`src/rtl/cpu_pkg.sv`:
```
// Shared CPU definitions: RAM arbiter state encoding, grant selectors,
// memory geometry and opcode constants.
package cpu_pkg;

  localparam int ADDR_W      = 16;
  localparam int FETCH_BYTES = 4;
  localparam int K_W         = $clog2(FETCH_BYTES);

  typedef enum logic [2:0] {
    ST_IDLE       = 3'd0,
    ST_FETCH      = 3'd1,
    ST_FETCH_TAIL = 3'd2,
    ST_DRD        = 3'd3,
    ST_DRD_CAP    = 3'd4,
    ST_DWR        = 3'd5
  } arb_state_t;

  localparam logic GNT_FETCH = 1'b0;
  localparam logic GNT_DATA  = 1'b1;

  localparam logic [7:0] OPCODE_NOP  = 8'h00;
  localparam logic [7:0] OPCODE_LOAD = 8'h01;
  localparam logic [7:0] OPCODE_STOR = 8'h02;
  localparam logic [7:0] OPCODE_ADD  = 8'h03;
  localparam logic [7:0] OPCODE_JMP  = 8'h05;

endpackage

```
`src/rtl/ram_arbiter_if.sv`:
```
// Requester-side bundle of the RAM arbiter: fetch burst port and data byte port.
interface ram_arbiter_if;
  import cpu_pkg::*;

  logic                     fetch_req;
  logic [ADDR_W-1:0]        fetch_addr;
  logic                     fetch_ack;
  logic [8*FETCH_BYTES-1:0] fetch_data;
  logic                     data_req;
  logic                     data_we;
  logic [ADDR_W-1:0]        data_addr;
  logic [7:0]               data_wdata;
  logic                     data_ack;
  logic [7:0]               data_rdata;

  modport master (
    output fetch_req, fetch_addr, data_req, data_we, data_addr, data_wdata,
    input  fetch_ack, fetch_data, data_ack, data_rdata
  );

  modport slave (
    input  fetch_req, fetch_addr, data_req, data_we, data_addr, data_wdata,
    output fetch_ack, fetch_data, data_ack, data_rdata
  );

endinterface

```
`src/rtl/ram_arb_pick.sv`:
```
// Two-way round-robin picker: a lone request wins, a tie goes to the
// requester that was not granted last.
module ram_arb_pick
  import cpu_pkg::*;
(
  input  logic i_req_fetch,
  input  logic i_req_data,
  input  logic i_last_grant,
  output logic o_grant
);

  // Grant select; only meaningful when at least one request is present
  always_comb begin
    o_grant = GNT_FETCH;
    if (i_req_fetch && i_req_data) begin
      o_grant = (i_last_grant == GNT_FETCH) ? GNT_DATA : GNT_FETCH;
    end else if (i_req_data) begin
      o_grant = GNT_DATA;
    end else begin
      o_grant = GNT_FETCH;
    end
  end

endmodule

```
`src/rtl/ram_arbiter.sv`:
```
// Single-port RAM arbiter/sequencer: pipelined multi-byte instruction fetch
// and single-byte data read/write over one registered-output RAM.
module ram_arbiter
  import cpu_pkg::*;
(
  input  logic              ram_clk,
  input  logic              rst,
  ram_arbiter_if.slave      bus,
  output logic              ram_write_enable,
  output logic [ADDR_W-1:0] ram_address,
  output logic [7:0]        ram_data_in,
  input  logic [7:0]        ram_data_out,
  output logic              busy
);

  localparam logic [K_W-1:0] K_LAST = K_W'(FETCH_BYTES - 1);

  arb_state_t               r_state, w_state_nxt;
  logic [K_W-1:0]           r_k, w_k_nxt;
  logic [ADDR_W-1:0]        r_addr, w_addr_nxt;
  logic [7:0]               r_din, w_din_nxt;
  logic                     r_we, w_we_nxt;
  logic                     r_fetch_ack, w_fetch_ack_nxt;
  logic                     r_data_ack, w_data_ack_nxt;
  logic [8*FETCH_BYTES-1:0] r_fetch_data, w_fetch_data_nxt;
  logic [7:0]               r_rdata, w_rdata_nxt;
  logic                     r_last_grant, w_last_grant_nxt;
  logic                     r_busy;
  logic                     w_req_fetch, w_req_data, w_grant;
  logic                     w_cap_en;
  logic [K_W-1:0]           w_cap_idx;

  // Requests are masked in any ack cycle so a late-dropping requester is not re-granted
  assign w_req_fetch = bus.fetch_req & ~(r_fetch_ack | r_data_ack);
  assign w_req_data  = bus.data_req  & ~(r_fetch_ack | r_data_ack);

  ram_arb_pick u_pick (
    .i_req_fetch  (w_req_fetch),
    .i_req_data   (w_req_data),
    .i_last_grant (r_last_grant),
    .o_grant      (w_grant)
  );

  // Next-state, address sequencing and capture selection
  always_comb begin
    w_state_nxt      = r_state;
    w_k_nxt          = r_k;
    w_addr_nxt       = r_addr;
    w_din_nxt        = r_din;
    w_we_nxt         = 1'b0;
    w_fetch_ack_nxt  = 1'b0;
    w_data_ack_nxt   = 1'b0;
    w_rdata_nxt      = r_rdata;
    w_last_grant_nxt = r_last_grant;
    w_cap_en         = 1'b0;
    w_cap_idx        = '0;
    w_fetch_data_nxt = r_fetch_data;
    case (r_state)
      ST_IDLE: begin
        if (w_req_fetch || w_req_data) begin
          w_last_grant_nxt = w_grant;
          if (w_grant == GNT_FETCH) begin
            w_addr_nxt  = bus.fetch_addr;
            w_k_nxt     = '0;
            w_state_nxt = ST_FETCH;
          end else begin
            w_addr_nxt = bus.data_addr;
            if (bus.data_we) begin
              w_din_nxt   = bus.data_wdata;
              w_we_nxt    = 1'b1;
              w_state_nxt = ST_DWR;
            end else begin
              w_state_nxt = ST_DRD;
            end
          end
        end else begin
          w_state_nxt = ST_IDLE;
        end
      end
      ST_FETCH: begin
        // r_k is the byte whose address is on the RAM; byte r_k-1 arrives now
        if (r_k != '0) begin
          w_cap_en  = 1'b1;
          w_cap_idx = r_k - K_W'(1);
        end else begin
          w_cap_en = 1'b0;
        end
        if (r_k != K_LAST) begin
          w_addr_nxt = r_addr + ADDR_W'(1);
          w_k_nxt    = r_k + K_W'(1);
        end else begin
          w_state_nxt = ST_FETCH_TAIL;
        end
      end
      ST_FETCH_TAIL: begin
        w_cap_en        = 1'b1;
        w_cap_idx       = K_LAST;
        w_k_nxt         = '0;
        w_fetch_ack_nxt = 1'b1;
        w_state_nxt     = ST_IDLE;
      end
      ST_DRD: begin
        w_state_nxt = ST_DRD_CAP;
      end
      ST_DRD_CAP: begin
        w_rdata_nxt    = ram_data_out;
        w_data_ack_nxt = 1'b1;
        w_state_nxt    = ST_IDLE;
      end
      ST_DWR: begin
        w_data_ack_nxt = 1'b1;
        w_state_nxt    = ST_IDLE;
      end
      default: begin
        w_state_nxt = ST_IDLE;
      end
    endcase
    for (int b = 0; b < FETCH_BYTES; b++) begin
      if (w_cap_en && (int'(w_cap_idx) == b)) begin
        w_fetch_data_nxt[8*b +: 8] = ram_data_out;
      end else begin
        w_fetch_data_nxt[8*b +: 8] = r_fetch_data[8*b +: 8];
      end
    end
  end

  // State and output registers
  always_ff @(posedge ram_clk) begin
    if (rst) begin
      r_state      <= ST_IDLE;
      r_k          <= '0;
      r_addr       <= '0;
      r_din        <= 8'h00;
      r_we         <= 1'b0;
      r_fetch_ack  <= 1'b0;
      r_data_ack   <= 1'b0;
      r_fetch_data <= '0;
      r_rdata      <= 8'h00;
      r_last_grant <= GNT_FETCH;
      r_busy       <= 1'b0;
    end else begin
      r_state      <= w_state_nxt;
      r_k          <= w_k_nxt;
      r_addr       <= w_addr_nxt;
      r_din        <= w_din_nxt;
      r_we         <= w_we_nxt;
      r_fetch_ack  <= w_fetch_ack_nxt;
      r_data_ack   <= w_data_ack_nxt;
      r_fetch_data <= w_fetch_data_nxt;
      r_rdata      <= w_rdata_nxt;
      r_last_grant <= w_last_grant_nxt;
      r_busy       <= (w_state_nxt != ST_IDLE);
    end
  end

  assign ram_write_enable = r_we;
  assign ram_address      = r_addr;
  assign ram_data_in      = r_din;
  assign busy             = r_busy;
  assign bus.fetch_ack    = r_fetch_ack;
  assign bus.fetch_data   = r_fetch_data;
  assign bus.data_ack     = r_data_ack;
  assign bus.data_rdata   = r_rdata;

endmodule

```
`src/flat_wrapper.sv`:
```
// flat-port wrapper written by rule: the top's interface ports become plain ports
module ram_arbiter_flat import cpu_pkg::*;
  (ram_clk, rst, ram_write_enable, ram_address, ram_data_in, ram_data_out, busy, bus_fetch_req, bus_fetch_addr, bus_data_req, bus_data_we, bus_data_addr, bus_data_wdata, bus_fetch_ack, bus_fetch_data, bus_data_ack, bus_data_rdata);
  ram_arbiter_if bus_i ();
  input  logic ram_clk;
  input  logic rst;
  output logic ram_write_enable;
  output logic [ADDR_W-1:0] ram_address;
  output logic [7:0] ram_data_in;
  input  logic [7:0] ram_data_out;
  output logic busy;
  input wire logic [$bits(bus_i.fetch_req)-1:0] bus_fetch_req;
  input wire logic [$bits(bus_i.fetch_addr)-1:0] bus_fetch_addr;
  input wire logic [$bits(bus_i.data_req)-1:0] bus_data_req;
  input wire logic [$bits(bus_i.data_we)-1:0] bus_data_we;
  input wire logic [$bits(bus_i.data_addr)-1:0] bus_data_addr;
  input wire logic [$bits(bus_i.data_wdata)-1:0] bus_data_wdata;
  output wire logic [$bits(bus_i.fetch_ack)-1:0] bus_fetch_ack;
  output wire logic [$bits(bus_i.fetch_data)-1:0] bus_fetch_data;
  output wire logic [$bits(bus_i.data_ack)-1:0] bus_data_ack;
  output wire logic [$bits(bus_i.data_rdata)-1:0] bus_data_rdata;
  assign bus_i.fetch_req = bus_fetch_req;
  assign bus_i.fetch_addr = bus_fetch_addr;
  assign bus_i.data_req = bus_data_req;
  assign bus_i.data_we = bus_data_we;
  assign bus_i.data_addr = bus_data_addr;
  assign bus_i.data_wdata = bus_data_wdata;
  assign bus_fetch_ack = bus_i.fetch_ack;
  assign bus_fetch_data = bus_i.fetch_data;
  assign bus_data_ack = bus_i.data_ack;
  assign bus_data_rdata = bus_i.data_rdata;
  ram_arbiter u_core (.ram_clk(ram_clk), .rst(rst), .bus(bus_i), .ram_write_enable(ram_write_enable), .ram_address(ram_address), .ram_data_in(ram_data_in), .ram_data_out(ram_data_out), .busy(busy));
endmodule
```
`config.mk`:
```
export PLATFORM = sky130hd
export DESIGN_NAME = ram_arbiter_flat
export DESIGN_NICKNAME = d
export VERILOG_FILES = /design/src/rtl/cpu_pkg.sv /design/src/rtl/ram_arbiter_if.sv /design/src/rtl/ram_arb_pick.sv /design/src/rtl/ram_arbiter.sv /design/src/flat_wrapper.sv
export SDC_FILE = /design/constraint.sdc
export NUM_CORES = 1
export LEC_CHECK = 0
export CAP_MARGIN = 30
export CORE_MARGIN = 5
export CORE_UTILIZATION = 27
export CTS_CLUSTER_DIAMETER = 80
export CTS_CLUSTER_SIZE = 8
export DETAILED_ROUTE_END_ITERATION = 8
export GPL_TIMING_DRIVEN = 0
export REMOVE_ABC_BUFFERS = 1
export SYNTH_ARGS = -nofsm -noshare
export SYNTH_HDL_FRONTEND = slang
export SYNTH_SLANG_ARGS = --single-unit
```
`constraint.sdc`:
```
create_clock -name ram_clk -period 3 [get_ports ram_clk]
set_input_delay 0.75 -clock ram_clk [delete_from_list [all_inputs] [get_ports ram_clk]]
set_output_delay 0.75 -clock ram_clk [all_outputs]
set_load 0.03 [all_outputs]
```
==> results.tsv, run 1 <==
stage	metric	value	unit
outcome	outcome	finished clean	
placed_design	dpl cells	673	
layout	Post-Layout Cell Count	689	
floorplan	die span in y	123.6	µm
layout	area grow syn2layout	46.82	%
route	final wirelength	11.45	mm
placed_design	Final Wtd Congestion	0.7841	
grt	GRT busiest layer	met2	
synthesis	#FFs+latches synth	74	
synthesis	sequential share of the synthesized area	42.48	%
critical_path	Crit Path Category	input pin to flip-flop	
synthesis	ys async rst share	0	%
sta	Fmax	381.8	MHz
job	maxcap violations	0	
layout	storage element area	1481	µm²
grt	gr ovfl total	0	
floorplan	Initial Util	27.63	%
sta	min Tclk post-route	2.619	ns
worst_hold_path	Min-Delay Startpoint	u_core.bus.fetch_data[25]$_SDFFE_PP0P_	
synthesis	Synth Flop Type	dfxtp_1	
layout	most frequent cells in the layout	clkdlybuf4s50_1, dfxtp_1, nor2_1, nand3_1, o21ai_0	
critical_path	FF-to-FF path depth	4	
clock_tree	H-Tree Depth	3	
power	maximum vdd ir drop	0.3947	mV
synthesis	Yosys cell types	53	
floorplan	row count	41	
route	first-pass iteration count of the detailed router	4	
clock_tree	clk_lat worst skew	0.34	ns
sta	Worst-Margin Slew	1.028	ns
clock_tree	CTS tree	done	
route	1st-iter DRT viols	188	
placed_design	placed wire-length estimate	8.175	mm
clock_tree	cts repair resizes	0	
synthesis	synthesized area	3487	µm²
critical_path	Max FO, Critical Path	13	
grt	vias in the first global route	3414	
clock_tree	Clock Pin Slew Worst Setup and Hold Paths	0.06	ns
route	post-route ant nets	0	
layout	area of the multi-input gates	1837	µm²
clock_tree	CTS Sinks	74	
floorplan	Die Area	15290	µm²
critical_path	Worst Path Required	3.18	ns
sta	final critical-path share of the clock period	87.31	%
floorplan	Core Region	12620	µm²
grt	first-pass GRT wire length	17.63	mm
route	post-DR vias/cell	5.010	
critical_path	crit path launch	bus_data_req	
grt	met3 Resource Use GR	7.175	%
power	P_leak	1.849	nW
clock_tree	CTS root buf	clkbuf_16	
worst_hold_path	Cells on Worst Hold Path	2	
layout	Layout fillers	1297	
layout	fin nets	570	
grt	GR met1 Demand/Resource	17.95	%
synthesis	Warnings, synthesis	0	
layout	Ant. Diodes	0	
sta	Hold WS	0.4763	ns
critical_path	CP arrival	2.80	ns
sta	Rel. slew slack	30.91	%
floorplan	die width	123.6	µm
route	wire length per cell	16.62	µm
sta	Setup Skew	0.006087	ns
grt	overall routing resource usage	14.75	%
layout	commonest non-fill, non-tap cell in the layout	clkdlybuf4s50_1	
sta	final setup margin	0.3806	ns
placed_design	port bufs	120	
critical_path	RR Startpoint	u_core.r_state[0]$_SDFF_PP0_	
sta	RSZ-0062 raised after global routing	no	
clock_tree	CTS Hold Buffers Added	0	
grt	initial antenna violation count	0	
power	pwr/cell area	561.7	nW/µm²
sta	final hold violations	0	
grt	M2 GR Usage	23.08	%
critical_path	Startpoint Class	input pin	
clock_tree	number of buffers created by CTS	9	
grt	pin count of the biggest net entering global routing	48	
synthesis	Post-Syn Instances	403	
sta	Pins Over Slew Limit	0	
route	Vias	3452	
clock_tree	clk buf depth	2	
placed_design	dpl ws	0.07645	ns
layout	share of cells above drive strength 1	6.190	%
synthesis	Post-synth EDFFs	0	
critical_path	CP endpoint kind	flip-flop	
clock_tree	Post-CTS Repair Setup Buffers	0	
worst_hold_path	Hold Path Class	flip-flop to flip-flop	
floorplan	Ports	121	
synthesis	Post-Syn Area per Cell	8.653	µm²
sta	final setup vio count	0	
route	DRC Markers	0	
path summary, 6_finish.rpt:
check / to / slack, ns
max: u_core.ram_address[9]$_SDFFE_PP0P_ / 0.38
min reg2reg: u_core.bus.fetch_data[25]$_SDFFE_PP0P_ / 0.48
min: u_core.bus.fetch_data[25]$_SDFFE_PP0P_ / 0.48
max reg2reg: u_core.bus.fetch_data[5]$_SDFFE_PP0P_ / 0.45
state kept, by name, summed over array words and instances, names as in the netlist:
register and count:
u_core.bus.fetch_data 32, u_core.ram_address 16, u_core.bus.data_rdata 8, u_core.ram_data_in 8, u_core.r_state 3, u_core.r_k 2, u_core.bus.data_ack 1, u_core.bus.fetch_ack 1
u_core.busy 1, u_core.r_last_grant 1, u_core.ram_write_enable 1
Yosys cell counts, types with 3 or more instances:
master     n  area share [%]
a211oi_1   6             1.3
a21o_1     5             1.1
a21oi_1   29             4.2
a311oi_1   3            0.75
a31oi_1    5            0.90
and3_1     5            0.90
buf_2      3            0.43
buf_6      3            0.97
clkbuf_1  18             1.9
dfxtp_1   74              42
ha_1       5             1.8
inv_1     10             1.1
mux2i_1   32             9.2
nand2_1   14             1.5
nand2b_1   3            0.54
nand3_1   39             5.6
nand4_1    6             1.1
nor2_1    45             4.8
nor3_1     4            0.57
nor4_1     9             1.6
o21a_1     3            0.65
o21ai_0   35             5.0
o31a_1     3            0.75
o31ai_1    4            0.86
or4_1      3            0.65
critical path: stages:
cell	delay, ns
clkdlybuf4s50_1	0.53
a21boi_1	0.57
buf_4	0.31
nand2_1	0.21
a211oi_1	0.32
a2111oi_0	0.11
report_power, final:
part	leakage [nW]	internal, mW	total [mW]	switching (mW)
combinational	1.11	0.276	0.644	0.368
clock	0.142	0.671	1.11	0.438
sequential	0.602	1.05	1.12	0.0769
total	1.85	1.99	2.88	0.882
cell families after synthesis:
group	Yosys count	share of synthesized area, %
buffers and inverters	37	4.844
DFF	74	42.48
adders and majority gates	5	1.794
and+or+nand+nor	142	21.21
muxes	34	9.831
AOI/OAI and AO/OA	111	19.84
metrics by stage:
step | total power, mW | util (%) | setup TNS [ns] | cell area [µm²]
2_1_floorplan | 1.483 | - | 0 | 3359
3_3_place_gp | 1.774 | 37.84 | -51.11 | 4776
3_5_place_dp | 1.785 | 38.15 | 0 | 4815
4_1_cts | 2.906 | 40.57 | 0 | 5120
5_1_grt | 3.010 | 40.57 | 0 | 5120
6_report | 2.876 | 40.57 | 0 | 5120
routing by layer:
metal | vias up | part of all wire [%]
li1 | 1700 | -
met1 | 1604 | 43
met2 | 131 | 44
met3 | 17 | 11
met4 | 0 | 1.4
met5 | - | 0
area by class of cell:
class                   count  area share (%)
repair buffers            124           24.22
well taps                 172           4.203
clock inverters             5           1.222
multi-input cells         292           35.87
flip-flops and latches     74           28.93
inverters                  11          0.8065
clock buffers              11           4.741
No activity file was read; power rests on OpenSTA's default activity.
==> run 2, diff against run 1 <==
HOLD_SLACK_MARGIN = 0.05   (was unset)
==> results of run 2 <==
Same layout as run 1: the final DEF is identical, and so are final timing and power.
==> run 3, diff against run 2 <==
==> constraint.sdc (replaced) <==
create_clock -name ram_clk -period 3 [get_ports ram_clk]
set_input_delay 0.9 -clock ram_clk [delete_from_list [all_inputs] [get_ports ram_clk]]
set_output_delay 0.9 -clock ram_clk [all_outputs]
set_load 0.03 [all_outputs]
==> results of run 3 <==
Same layout as run 1 (identical final DEF). Status: finished clean.
Among the figures that moved: setup slack after placement 0.07645 ns -> -0.07355 ns; setup slack after layout 0.3806 ns -> 0.2306 ns
==> edit, RTL diff (settings of run 1) <==
Make the reset (`rst`) asynchronous in one clocked block.
--- a/src/rtl/ram_arbiter.sv
+++ b/src/rtl/ram_arbiter.sv
@@ -126,5 +126,5 @@
 
   // State and output registers
-  always_ff @(posedge ram_clk) begin
+  always_ff @(posedge ram_clk or posedge rst) begin
     if (rst) begin
       r_state      <= ST_IDLE;
Function: differs if rst is asserted again (counterexample within 4 cycles, from zero or initial values and one cycle with rst high); with rst held inactive, the same outputs for 10 cycles.
==> edit against run 1 <==
Non-clock buffer count decreased by 2. Synthesized area increased by 1.8%. Global-route usage decreased by 1.3 points. Final area increased by 3.2%. Sequential cell count unchanged. Routed wire length decreased by 8.9%. Worst setup slack got worse by 0.22 ns. Critical endpoint is now u_core.ram_address[10]. Largest cell class is now registers.
Power is not compared: it rests on default switching activity, and its combinational part moved more than twofold at a synthesized area within 25%.
==> edit: results (changes against run 1) <==
- Status: complete, no violations (unchanged)
- Wirelength per Cell: 17.5 um (was 16.6 um)
- Least-Margin Pin Slew: 0.999 ns (was 1.03 ns)
- CP peak stage delay: 0.68 ns (was 0.57 ns)
- DRT met1 WL: 4280 um (was 4980 um)
- Met2 usage: 0.220 (was 0.231)
- Synth Area in Compound Gates: 0.115 (was 0.198)
- Routing usage on met1: 0.157 (was 0.180)
- Routing usage on met3: 0.0690 (was 0.0718)
- Met3 Wirelength: 1070 um (was 1320 um)
- Global Route Usage Sum: 0.134 (was 0.147)
- Clk network pwr share: 0.167
- Worst Path Arrival: 3.07 ns (was 2.80 ns)
- Placed Area: 4950 um^2 (was 4810 um^2)
- Synth area leaders: dfrtp_1 (52%), mux2_2 (15%), mux2i_1 (2.5%), nand2_1 (2.0%), ha_1 (1.8%) (was dfxtp_1 (42%), mux2i_1 (9.2%), nand3_1 (5.6%), o21ai_0 (5.0%), nor2_1 (4.8%))
- Share of flip-flops with an asynchronous set or reset: 1.00 (was 0)
- Setup Skew: 0.00504 ns (was 0.00609 ns)
- Layout Nets: 472 (was 570)
- Layout cells sized above 1: 0.198 (was 0.0619)
- Largest net degree at the start of global routing: 72 (was 48)
- Via count of the first global-routing pass: 3069 (was 3414)
- Commonest cells post-synth: dfrtp_1 (74), mux2_2 (48), nand2_1 (19) (was dfxtp_1 (74), nor2_1 (45), nand3_1 (39))
- Count of cell types in the netlist: 58 (was 53)
- Seq/Total Area, Yosys: 0.521 (was 0.425)
- DP Worst Slack: -0.358 ns (was 0.0764 ns)
- CP max stage cell: clkdlybuf4s50_1 (was a21boi_1)
- Detailed Place HPWL: 7560 um (was 8170 um)
- Commonest register cell after synthesis: dfrtp_1 (was dfxtp_1)
- Mux cell area share after synthesis: 0.178 (was 0.0983)
- Crit path max-delay family: buffers and inverters (was compound AO/OA/AOI/OAI gates)
- Max VDD drop: 0.000603 V
- Adder-Cell Fraction of Synth Area: 0.0176 (was 0.0179)
- Critical Path Fanout Max: 18 (was 13)
## edit: worst paths after layout
check / depth (start not counted) / start / end / slack [ns]
worst max-delay path: 6 / bus_data_req / u_core.ram_address[10] / 0.16
worst min-delay path: 1 / u_core.ram_data_in[3] / u_core.ram_data_in[3] / 0.50
worst max register to register: 4 / u_core.r_state[0] / u_core.bus.fetch_data[22] / 0.38
worst min register to register: 1 / u_core.ram_data_in[3] / u_core.ram_data_in[3] / 0.50
max in group asynchronous: 3 / rst / u_core.ram_address[10] / 1.81
min in group asynchronous: 2 / rst / u_core.bus.fetch_data[21] / 0.63
## edit: layout make-up
cell class	instances	area, um^2
Fill cell	1232	7800
Tap cell	176	220
Multi-Input combinational cell	199	1620
Timing Repair Buffer	122	1240
Inverter	8	36.3
Clock buffer	10	229
Sequential cell	74	1850
Clock inverter	6	90.1
## edit: through the flow
step,cells,utilization
floorplan,281,-
global placement,577,0.375
detailed placement,579,0.379
CTS,595,0.403
global route,595,0.404
finish,595,0.404
